<file path="src/rtl/box_pkg.sv">
// Shared types and saturating coordinate helpers for the bounding-box extractor.
package box_pkg;

    localparam int NUM_SLOTS = 4;
    localparam int COORD_W   = 12;

    typedef logic [COORD_W-1:0] coord_t;

    typedef struct packed {
        logic   valid;
        coord_t l;
        coord_t r;
        coord_t t;
        coord_t b;
    } box_t;

    typedef struct packed {
        coord_t l;
        coord_t r;
        coord_t t;
        coord_t b;
    } rect_t;

    typedef struct packed {
        logic   en;
        logic   bin;
        logic   de;
        logic   vs;
        coord_t x;
        coord_t y;
    } stage_t;

    function automatic coord_t sat_add(coord_t a, coord_t d);
        logic [COORD_W:0] s;
        s = {1'b0, a} + {1'b0, d};
        return s[COORD_W] ? {COORD_W{1'b1}} : s[COORD_W-1:0];
    endfunction

    function automatic coord_t sat_sub(coord_t a, coord_t d);
        logic [COORD_W:0] s;
        s = {1'b0, a} - {1'b0, d};
        return s[COORD_W] ? '0 : s[COORD_W-1:0];
    endfunction

    // Width and height are inclusive spans; r >= l and b >= t always hold for a valid slot.
    function automatic logic box_fits(box_t bx, logic [COORD_W:0] min_size);
        logic [COORD_W:0] w;
        logic [COORD_W:0] h;
        w = {1'b0, bx.r} - {1'b0, bx.l} + 1'b1;
        h = {1'b0, bx.b} - {1'b0, bx.t} + 1'b1;
        return bx.valid && (w >= min_size) && (h >= min_size);
    endfunction

endpackage

</file>
<file path="src/rtl/box_extractor_if.sv">
// Mask pixel stream in, published box list out. The extractor takes the slave side.
interface box_extractor_if;
    import box_pkg::*;

    logic   en;
    logic   i_bin;
    logic   i_de;
    logic   i_vsync;
    coord_t hcount;
    coord_t vcount;

    coord_t hcount_l1, hcount_l2, hcount_l3, hcount_l4;
    coord_t hcount_r1, hcount_r2, hcount_r3, hcount_r4;
    coord_t vcount_l1, vcount_l2, vcount_l3, vcount_l4;
    coord_t vcount_r1, vcount_r2, vcount_r3, vcount_r4;
    logic [3:0] number;
    logic       o_overflow;
    logic       o_frame_done;

    modport slave (
        input  en, i_bin, i_de, i_vsync, hcount, vcount,
        output hcount_l1, hcount_l2, hcount_l3, hcount_l4,
        output hcount_r1, hcount_r2, hcount_r3, hcount_r4,
        output vcount_l1, vcount_l2, vcount_l3, vcount_l4,
        output vcount_r1, vcount_r2, vcount_r3, vcount_r4,
        output number, o_overflow, o_frame_done
    );

    modport master (
        output en, i_bin, i_de, i_vsync, hcount, vcount,
        input  hcount_l1, hcount_l2, hcount_l3, hcount_l4,
        input  hcount_r1, hcount_r2, hcount_r3, hcount_r4,
        input  vcount_l1, vcount_l2, vcount_l3, vcount_l4,
        input  vcount_r1, vcount_r2, vcount_r3, vcount_r4,
        input  number, o_overflow, o_frame_done
    );

endinterface

</file>
<file path="src/rtl/box_slot.sv">
// One working box: holds its extent, reports whether a pixel falls in its merge window,
// and grows, allocates or clears on command.
module box_slot
    import box_pkg::*;
#(
    parameter int MERGE_DIST = 8
) (
    input  logic   clk,
    input  logic   rst,
    input  coord_t x,
    input  coord_t y,
    input  logic   alloc,
    input  logic   upd,
    input  logic   clr,
    output logic   match,
    output box_t   box
);

    localparam coord_t MD = coord_t'(MERGE_DIST);

    box_t box_q;
    box_t box_d;

    always_comb begin
        match = box_q.valid
             && (x >= sat_sub(box_q.l, MD)) && (x <= sat_add(box_q.r, MD))
             && (y >= sat_sub(box_q.t, MD)) && (y <= sat_add(box_q.b, MD));
    end

    always_comb begin
        box_d = box_q;
        if (clr) begin
            box_d = '0;
        end else if (alloc) begin
            box_d = '{valid: 1'b1, l: x, r: x, t: y, b: y};
        end else if (upd) begin
            if (x < box_q.l) box_d.l = x;
            if (x > box_q.r) box_d.r = x;
            if (y < box_q.t) box_d.t = y;
            if (y > box_q.b) box_d.b = y;
        end
    end

    always_ff @(posedge clk or posedge rst) begin
        if (rst) box_q <= '0;
        else     box_q <= box_d;
    end

    assign box = box_q;

endmodule

</file>
<file path="src/rtl/box_extractor.sv">
// Grows up to four boxes per frame from the binarised mask and publishes the
// size-filtered, compacted list at every vsync rising edge.
module box_extractor
    import box_pkg::*;
#(
    parameter int MERGE_DIST = 8,
    parameter int MIN_SIZE   = 4
) (
    input  logic pixelclk,
    input  logic reset,
    box_extractor_if.slave bus
);

    localparam logic [COORD_W:0] MIN_W = (COORD_W+1)'(MIN_SIZE);

    stage_t stg_q, stg_d;
    logic   vs_prev_q, vs_prev_d;
    logic   flag_q, flag_d;

    rect_t      out_q [NUM_SLOTS];
    rect_t      out_d [NUM_SLOTS];
    logic [3:0] number_q, number_d;
    logic       ovf_q, ovf_d;
    logic       done_q, done_d;

    logic                 frame_end;
    logic                 ev;
    logic                 ovf_ev;
    logic                 found;
    logic [2:0]           n;
    logic [NUM_SLOTS-1:0] match, alloc, upd;
    box_t                 slot_box [NUM_SLOTS];

    always_comb begin
        stg_d     = '{en: bus.en, bin: bus.i_bin, de: bus.i_de, vs: bus.i_vsync,
                      x: bus.hcount, y: bus.vcount};
        vs_prev_d = stg_q.vs;
    end

    // A pixel landing on the frame-end cycle belongs to neither frame and is dropped.
    assign frame_end = stg_q.vs & ~vs_prev_q;
    assign ev        = stg_q.de & stg_q.bin & stg_q.en & ~frame_end;

    for (genvar s = 0; s < NUM_SLOTS; s++) begin : g_slot
        box_slot #(.MERGE_DIST(MERGE_DIST)) u_slot (
            .clk   (pixelclk),
            .rst   (reset),
            .x     (stg_q.x),
            .y     (stg_q.y),
            .alloc (alloc[s]),
            .upd   (upd[s]),
            .clr   (frame_end),
            .match (match[s]),
            .box   (slot_box[s])
        );
    end

    // Lowest matching slot grows; otherwise lowest free slot allocates; otherwise overflow.
    always_comb begin
        alloc  = '0;
        upd    = '0;
        ovf_ev = 1'b0;
        found  = 1'b0;
        if (ev) begin
            for (int i = 0; i < NUM_SLOTS; i++) begin
                if (!found && match[i]) begin
                    upd[i] = 1'b1;
                    found  = 1'b1;
                end
            end
            for (int i = 0; i < NUM_SLOTS; i++) begin
                if (!found && !slot_box[i].valid) begin
                    alloc[i] = 1'b1;
                    found    = 1'b1;
                end
            end
            ovf_ev = !found;
        end
    end

    always_comb begin
        flag_d = frame_end ? 1'b0 : (flag_q | ovf_ev);
    end

    always_comb begin
        out_d    = out_q;
        number_d = number_q;
        ovf_d    = ovf_q;
        done_d   = 1'b0;
        n        = '0;
        if (frame_end) begin
            for (int i = 0; i < NUM_SLOTS; i++) out_d[i] = '0;
            for (int i = 0; i < NUM_SLOTS; i++) begin
                if (box_fits(slot_box[i], MIN_W)) begin
                    out_d[n[1:0]] = '{l: slot_box[i].l, r: slot_box[i].r,
                                      t: slot_box[i].t, b: slot_box[i].b};
                    n = n + 3'd1;
                end
            end
            number_d = {1'b0, n};
            ovf_d    = flag_q;
            done_d   = 1'b1;
        end
    end

    always_ff @(posedge pixelclk or posedge reset) begin
        if (reset) begin
            stg_q     <= '0;
            vs_prev_q <= 1'b0;
            flag_q    <= 1'b0;
            for (int i = 0; i < NUM_SLOTS; i++) out_q[i] <= '0;
            number_q  <= '0;
            ovf_q     <= 1'b0;
            done_q    <= 1'b0;
        end else begin
            stg_q     <= stg_d;
            vs_prev_q <= vs_prev_d;
            flag_q    <= flag_d;
            for (int i = 0; i < NUM_SLOTS; i++) out_q[i] <= out_d[i];
            number_q  <= number_d;
            ovf_q     <= ovf_d;
            done_q    <= done_d;
        end
    end

    assign bus.hcount_l1 = out_q[0].l;
    assign bus.hcount_r1 = out_q[0].r;
    assign bus.vcount_l1 = out_q[0].t;
    assign bus.vcount_r1 = out_q[0].b;
    assign bus.hcount_l2 = out_q[1].l;
    assign bus.hcount_r2 = out_q[1].r;
    assign bus.vcount_l2 = out_q[1].t;
    assign bus.vcount_r2 = out_q[1].b;
    assign bus.hcount_l3 = out_q[2].l;
    assign bus.hcount_r3 = out_q[2].r;
    assign bus.vcount_l3 = out_q[2].t;
    assign bus.vcount_r3 = out_q[2].b;
    assign bus.hcount_l4 = out_q[3].l;
    assign bus.hcount_r4 = out_q[3].r;
    assign bus.vcount_l4 = out_q[3].t;
    assign bus.vcount_r4 = out_q[3].b;

    assign bus.number       = number_q;
    assign bus.o_overflow   = ovf_q;
    assign bus.o_frame_done = done_q;

endmodule

</file>
<file path="src/flat_wrapper.sv">
// flat-port wrapper written by rule: the top's interface ports become plain ports
module box_extractor_flat import box_pkg::*;
#(
    parameter int MERGE_DIST = 8,
    parameter int MIN_SIZE   = 4
)
  (pixelclk, reset, bus_en, bus_i_bin, bus_i_de, bus_i_vsync, bus_hcount, bus_vcount, bus_hcount_l1, bus_hcount_l2, bus_hcount_l3, bus_hcount_l4, bus_hcount_r1, bus_hcount_r2, bus_hcount_r3, bus_hcount_r4, bus_vcount_l1, bus_vcount_l2, bus_vcount_l3, bus_vcount_l4, bus_vcount_r1, bus_vcount_r2, bus_vcount_r3, bus_vcount_r4, bus_number, bus_o_overflow, bus_o_frame_done);
  box_extractor_if bus_i ();
  input  logic pixelclk;
  input  logic reset;
  input wire logic [$bits(bus_i.en)-1:0] bus_en;
  input wire logic [$bits(bus_i.i_bin)-1:0] bus_i_bin;
  input wire logic [$bits(bus_i.i_de)-1:0] bus_i_de;
  input wire logic [$bits(bus_i.i_vsync)-1:0] bus_i_vsync;
  input wire logic [$bits(bus_i.hcount)-1:0] bus_hcount;
  input wire logic [$bits(bus_i.vcount)-1:0] bus_vcount;
  output wire logic [$bits(bus_i.hcount_l1)-1:0] bus_hcount_l1;
  output wire logic [$bits(bus_i.hcount_l2)-1:0] bus_hcount_l2;
  output wire logic [$bits(bus_i.hcount_l3)-1:0] bus_hcount_l3;
  output wire logic [$bits(bus_i.hcount_l4)-1:0] bus_hcount_l4;
  output wire logic [$bits(bus_i.hcount_r1)-1:0] bus_hcount_r1;
  output wire logic [$bits(bus_i.hcount_r2)-1:0] bus_hcount_r2;
  output wire logic [$bits(bus_i.hcount_r3)-1:0] bus_hcount_r3;
  output wire logic [$bits(bus_i.hcount_r4)-1:0] bus_hcount_r4;
  output wire logic [$bits(bus_i.vcount_l1)-1:0] bus_vcount_l1;
  output wire logic [$bits(bus_i.vcount_l2)-1:0] bus_vcount_l2;
  output wire logic [$bits(bus_i.vcount_l3)-1:0] bus_vcount_l3;
  output wire logic [$bits(bus_i.vcount_l4)-1:0] bus_vcount_l4;
  output wire logic [$bits(bus_i.vcount_r1)-1:0] bus_vcount_r1;
  output wire logic [$bits(bus_i.vcount_r2)-1:0] bus_vcount_r2;
  output wire logic [$bits(bus_i.vcount_r3)-1:0] bus_vcount_r3;
  output wire logic [$bits(bus_i.vcount_r4)-1:0] bus_vcount_r4;
  output wire logic [$bits(bus_i.number)-1:0] bus_number;
  output wire logic [$bits(bus_i.o_overflow)-1:0] bus_o_overflow;
  output wire logic [$bits(bus_i.o_frame_done)-1:0] bus_o_frame_done;
  assign bus_i.en = bus_en;
  assign bus_i.i_bin = bus_i_bin;
  assign bus_i.i_de = bus_i_de;
  assign bus_i.i_vsync = bus_i_vsync;
  assign bus_i.hcount = bus_hcount;
  assign bus_i.vcount = bus_vcount;
  assign bus_hcount_l1 = bus_i.hcount_l1;
  assign bus_hcount_l2 = bus_i.hcount_l2;
  assign bus_hcount_l3 = bus_i.hcount_l3;
  assign bus_hcount_l4 = bus_i.hcount_l4;
  assign bus_hcount_r1 = bus_i.hcount_r1;
  assign bus_hcount_r2 = bus_i.hcount_r2;
  assign bus_hcount_r3 = bus_i.hcount_r3;
  assign bus_hcount_r4 = bus_i.hcount_r4;
  assign bus_vcount_l1 = bus_i.vcount_l1;
  assign bus_vcount_l2 = bus_i.vcount_l2;
  assign bus_vcount_l3 = bus_i.vcount_l3;
  assign bus_vcount_l4 = bus_i.vcount_l4;
  assign bus_vcount_r1 = bus_i.vcount_r1;
  assign bus_vcount_r2 = bus_i.vcount_r2;
  assign bus_vcount_r3 = bus_i.vcount_r3;
  assign bus_vcount_r4 = bus_i.vcount_r4;
  assign bus_number = bus_i.number;
  assign bus_o_overflow = bus_i.o_overflow;
  assign bus_o_frame_done = bus_i.o_frame_done;
  box_extractor #(.MERGE_DIST(MERGE_DIST), .MIN_SIZE(MIN_SIZE)) u_core (.pixelclk(pixelclk), .reset(reset), .bus(bus_i));
endmodule
</file>
<file path="config.mk">
export PLATFORM = sky130hd
export DESIGN_NAME = box_extractor_flat
export DESIGN_NICKNAME = d
export VERILOG_FILES = /design/src/rtl/box_pkg.sv /design/src/rtl/box_extractor_if.sv /design/src/rtl/box_slot.sv /design/src/rtl/box_extractor.sv /design/src/flat_wrapper.sv
export SDC_FILE = /design/constraint.sdc
export NUM_CORES = 2
export LEC_CHECK = 0
export CELL_PAD_IN_SITES_DETAIL_PLACEMENT = 0
export CELL_PAD_IN_SITES_GLOBAL_PLACEMENT = 1
export CORE_MARGIN = 5
export CORE_UTILIZATION = 46
export DETAILED_ROUTE_END_ITERATION = 6
export PLACE_DENSITY = 0.82
export SYNTH_ARGS = -nofsm -noshare
export SYNTH_HDL_FRONTEND = slang
export SYNTH_SLANG_ARGS = --single-unit
</file>
<file path="constraint.sdc">
create_clock -name pixelclk -period 17 [get_ports pixelclk]
set_input_delay 1.7 -clock pixelclk [delete_from_list [all_inputs] [get_ports pixelclk]]
set_output_delay 1.7 -clock pixelclk [all_outputs]
set_load 0.02 [all_outputs]
</file>
==> flow_summary.html <==
<table>
<tr><th>Metric</th><th>Value</th></tr>
<tr><th colspan="2">Finish</th></tr>
<tr><td>Layout net count</td><td>4654</td></tr>
<tr><td>Antenna fix cells</td><td>0</td></tr>
<tr><td>Filler Cells Inserted</td><td>7005</td></tr>
<tr><td>Final cell area excluding filler cells</td><td>40100 um^2</td></tr>
<tr><td>Proportion of layout cells with a drive suffix above 1</td><td>0.05086</td></tr>
<tr><td>Post-synthesis to final-layout area growth</td><td>13.84%</td></tr>
<tr><td>Max FFs per register</td><td>196</td></tr>
<tr><td>Area of all sequential standard cells</td><td>10590 um^2</td></tr>
<tr><td>Area occupied by multi-input gates</td><td>22860 um^2</td></tr>
<tr><th colspan="2">Placement</th></tr>
<tr><td>Placed cell areas</td><td>38410 um^2</td></tr>
<tr><td>Worst slack, placed</td><td>10310 ps</td></tr>
<tr><td>Routability congestion estimate from global placement</td><td>0.9069</td></tr>
<tr><td>HPWL after detailed placement</td><td>92490 um</td></tr>
<tr><td>Number of port buffers</td><td>226</td></tr>
<tr><th colspan="2">Synthesis</th></tr>
<tr><td>Async SR Flop Fraction</td><td>1.000</td></tr>
<tr><td>Synth unique cells</td><td>84</td></tr>
<tr><td>Post-synth top flop</td><td>sky130_fd_sc_hd__dfrtp_1</td></tr>
<tr><td>EDFF count, synth</td><td>0</td></tr>
<tr><td>FF+latch count, synth</td><td>423</td></tr>
<tr><td>Cell area after synthesis</td><td>35220 um^2</td></tr>
<tr><td>Yosys warns</td><td>0</td></tr>
<tr><td>Register area share after synthesis</td><td>0.3005</td></tr>
<tr><td>Cells after Synth</td><td>3910</td></tr>
<tr><td>Synth Net Count</td><td>4531</td></tr>
<tr><td>Synthesized area per cell</td><td>9.008 um^2</td></tr>
<tr><th colspan="2">GRT</th></tr>
<tr><td>Initial antenna violation count</td><td>3</td></tr>
<tr><td>Total gr overflow</td><td>0</td></tr>
<tr><td>Total routing usage reported by global routing</td><td>0.3048</td></tr>
<tr><td>Global-route wire length before repair</td><td>195000 um</td></tr>
<tr><td>Maximum number of pins on one net before global-route repair</td><td>143</td></tr>
<tr><td>Number of global-route vias before repair</td><td>30890</td></tr>
<tr><th colspan="2">Clock network</th></tr>
<tr><td>CTS sink count</td><td>423</td></tr>
<tr><td>Clk_lat worst skew</td><td>620 ps</td></tr>
<tr><td>CTS Hold Bufs</td><td>0</td></tr>
<tr><td>Clock H-tree levels</td><td>2</td></tr>
<tr><td>CTS clk-pin slew, worst paths</td><td>60 ps</td></tr>
<tr><td>CTS tree</td><td>built</td></tr>
<tr><td>Post-CTS Repair Setup Buffers</td><td>0</td></tr>
<tr><td>Clock root cell</td><td>sky130_fd_sc_hd__clkbuf_16</td></tr>
<tr><td>Count of cells resized by post-cts repair</td><td>0</td></tr>
<tr><td>Num CTS Buffers</td><td>50</td></tr>
<tr><td>Number of buffers between clock root and the deepest sink</td><td>3</td></tr>
<tr><th colspan="2">Pwr</th></tr>
<tr><td>Leak</td><td>18.99 nW</td></tr>
<tr><td>Maximum vdd ir drop</td><td>0.08127 mV</td></tr>
<tr><td>Fraction of power consumed by sequential logic</td><td>0.351</td></tr>
<tr><td>Power Density</td><td>85.31 nW/um^2</td></tr>
<tr><td>Net switching share of the total power</td><td>0.3593</td></tr>
<tr><td>Clock network power share</td><td>0.330</td></tr>
<tr><td>Cell internal pwr</td><td>2.192 mW</td></tr>
<tr><td>Reported net switching power</td><td>1.229 mW</td></tr>
<tr><td>Gate power share</td><td>0.320</td></tr>
<tr><th colspan="2">Setup path</th></tr>
<tr><td>Data required, critical path</td><td>17520 ps</td></tr>
<tr><td>Sort of element at the end of the critical path</td><td>register</td></tr>
<tr><td>Critical path arrival</td><td>7510 ps</td></tr>
<tr><td>Worst path cell trace</td><td>inv_1, nor3_1, nand3_1, nor3_1, nor2_1, ha_1, nor2b_1, o211ai_1, a21oi_1, a2111oi_0, o21ai_0, a2111oi_1, nor4_4, buf_4, nand2_1, o32a_1, mux2i_1</td></tr>
<tr><td>Highest fanout seen on the critical path</td><td>12</td></tr>
<tr><td>Dominant cell type by count on the critical path</td><td>sky130_fd_sc_hd__nor3_1</td></tr>
<tr><td>Crit start category</td><td>register</td></tr>
<tr><td>Worst stage delay on the critical path</td><td>1290 ps</td></tr>
<tr><td>Cell with the largest stage delay on the worst path</td><td>sky130_fd_sc_hd__a2111oi_1</td></tr>
<tr><td>Critical path class</td><td>reg -&gt; reg</td></tr>
<tr><th colspan="2">Drt</th></tr>
<tr><td>Number of design rule violations left after detail routing</td><td>0</td></tr>
<tr><td>Detailed Routing Iterations Pass 1</td><td>6</td></tr>
<tr><td>Via density</td><td>6.381</td></tr>
<tr><td>Average wire per standard cell</td><td>25.39 um</td></tr>
<tr><td>Post-detailed-routing wire length</td><td>129500 um</td></tr>
<tr><td>Via count</td><td>32540</td></tr>
<tr><td>Number of design-rule violations left by the first detailed-router iteration</td><td>3710</td></tr>
<tr><td>Final ANT Viol Nets</td><td>0</td></tr>
<tr><th colspan="2">Floorplan</th></tr>
<tr><td>Number of core rows</td><td>101</td></tr>
<tr><td>Chip height</td><td>286.7 um</td></tr>
<tr><td>Die width</td><td>286.7 um</td></tr>
<tr><td>Core area</td><td>75950 um^2</td></tr>
<tr><td>Total I/O pin count</td><td>228</td></tr>
<tr><td>Initial cell density of the core</td><td>0.4637</td></tr>
<tr><td>DIE AREA</td><td>82200 um^2</td></tr>
<tr><th colspan="2">Min path</th></tr>
<tr><td>Hold Path Class</td><td>reg -&gt; reg</td></tr>
<tr><th colspan="2">STA</th></tr>
<tr><td>Final setup viols</td><td>0</td></tr>
<tr><td>Tmin final</td><td>6988 ps</td></tr>
<tr><td>Remaining max-slew budget at the tightest pin</td><td>0.01029</td></tr>
<tr><td>Number of slew-limit violations in the final report</td><td>0</td></tr>
<tr><td>Worst Max-Slew Pin Slew</td><td>1481 ps</td></tr>
<tr><td>Setup TNS</td><td>0 ps</td></tr>
<tr><td>Setup repair after global routing missed its margin</td><td>false</td></tr>
<tr><td>Setup Skew</td><td>21.51 ps</td></tr>
<tr><td>Tightest hold margin</td><td>443.3 ps</td></tr>
<tr><td>Worst-case setup margin in the final layout</td><td>10010 ps</td></tr>
<tr><td>Period utilisation layout</td><td>0.4110</td></tr>
<tr><td>FMAX</td><td>143.1 MHz</td></tr>
<tr><td>Final Hold Vio Count</td><td>0</td></tr>
<tr><th colspan="2">Status</th></tr>
<tr><td>Violated checks</td><td>capacitance limit</td></tr>
<tr><td>Outcome</td><td>finished, violations left</td></tr>
<tr><th colspan="2">Flow run</th></tr>
<tr><td>Max-cap viol count</td><td>1</td></tr>
</table>
[through the flow]
step | utilization | total power, mW | std cells
finish | 0.5279 | 3.421 | 5100
global route | 0.5279 | 3.598 | 5100
CTS | 0.5279 | 3.411 | 5100
detailed placement | 0.5057 | 2.289 | 5011
global placement | 0.5057 | 2.276 | 5011
floorplan | - | 1.932 | 3910
[cell type report]
| type | count | share of cell area |
|---|---|---|
| Clock inverter | 18 | 0.005305 |
| Sequential cell | 423 | 0.2640 |
| Inverter | 250 | 0.02362 |
| Clock buffer | 71 | 0.03676 |
| Multi-Input combinational cell | 3022 | 0.5702 |
| Timing Repair Buffer | 286 | 0.06796 |
| Tap cell | 1030 | 0.03214 |
[routing by layer]
layer	share of wire	track usage
met3	0.10	0.05965
met2	0.42	0.4497
met5	0	0
met4	0.035	0.09720
met1	0.44	0.4496
[kinds of logic after synthesis]
group	synth area share
compound gates	0.2306
simple gates	0.1346
fa+ha+maj	0.2117
buf+inv	0.05208
flops	0.3005
mux	0.04682
xor+xnor	0.02362
other cells	0.0001065
[power groups by stage]
stage               Sequential [mW]  Clock [mW]  Combinational, mW
global placement               1.21           0               1.06
finish                         1.20        1.13               1.09
detailed placement             1.21           0               1.08
floorplan                      1.18           0              0.747
global route                   1.20        1.17               1.22
CTS                            1.19        1.13               1.09
[worst paths after layout]
path / start / to / slack (ps) / cells after the start
max: u_core.g_slot[2].u_slot.box[30]$_DFFE_PP0P_ / u_core.g_slot[2].u_slot.box[19]$_DFFE_PP0P_ / 10010 / 17
min: u_core.vs_prev_d$_DFF_PP0_ / u_core.vs_prev_q$_DFF_PP0_ / 440 / 0
max reg2reg: u_core.g_slot[2].u_slot.box[30]$_DFFE_PP0P_ / u_core.g_slot[2].u_slot.box[19]$_DFFE_PP0P_ / 10010 / 17
min reg2reg: u_core.vs_prev_d$_DFF_PP0_ / u_core.vs_prev_q$_DFF_PP0_ / 440 / 0
max in group asynchronous: reset / u_core.bus.vcount_r3[2]$_DFFE_PP0P_ / 11580 / 6
min in group asynchronous: reset / u_core.stg_q[23]$_DFF_PP0_ / 1550 / 2
[placed cells by master (no fill, tap or decap), drive strengths merged, types with 95 or more instances in the layout]
cell           count
nand3             95
a21o             170
clkdlybuf4s50    226
a221oi           103
inv              252
ha               583
mux2i            158
o21ai            247
nor2             217
nand2            360
a21oi            178
dfrtp            423
[critical path: cells and delay by family, from the launching register on]
kind                     cells  cell delay [ps]
AND/OR/NAND/NOR              7             2130
adder cells (fa/ha/maj)      1              320
AO/OA/AOI/OAI                6             3040
flip-flops                   1              690
multiplexers                 1              280
buffers and inverters        2              400
[cells in the mapped netlist (29+ instances only)]
cell                       count  area share
sky130_fd_sc_hd__dfrtp_1     423        0.30
sky130_fd_sc_hd__a22o_1       61       0.015
sky130_fd_sc_hd__mux2i_1     158       0.045
sky130_fd_sc_hd__a32oi_1      50       0.012
sky130_fd_sc_hd__nand3_1      95       0.013
sky130_fd_sc_hd__inv_1       250       0.027
sky130_fd_sc_hd__nor2b_1      32      0.0057
sky130_fd_sc_hd__clkbuf_1    171       0.018
sky130_fd_sc_hd__a22oi_1      55       0.012
sky130_fd_sc_hd__a21oi_1     177       0.025
sky130_fd_sc_hd__o21ai_1      42      0.0060
sky130_fd_sc_hd__xnor2_1      66       0.016
sky130_fd_sc_hd__nor2_1      217       0.023
sky130_fd_sc_hd__o21ai_0     205       0.029
sky130_fd_sc_hd__a21o_1      170       0.036
sky130_fd_sc_hd__a221oi_1     83       0.021
sky130_fd_sc_hd__o22ai_1      57       0.010
sky130_fd_sc_hd__ha_1        583        0.21
sky130_fd_sc_hd__buf_2        29      0.0041
sky130_fd_sc_hd__xor2_1       29      0.0072
sky130_fd_sc_hd__nand4_1      74       0.013
sky130_fd_sc_hd__nand2_1     360       0.038
sky130_fd_sc_hd__nor3_1       79       0.011
sky130_fd_sc_hd__nand2b_1     44      0.0078
Power figures use the tool's default switching activity.
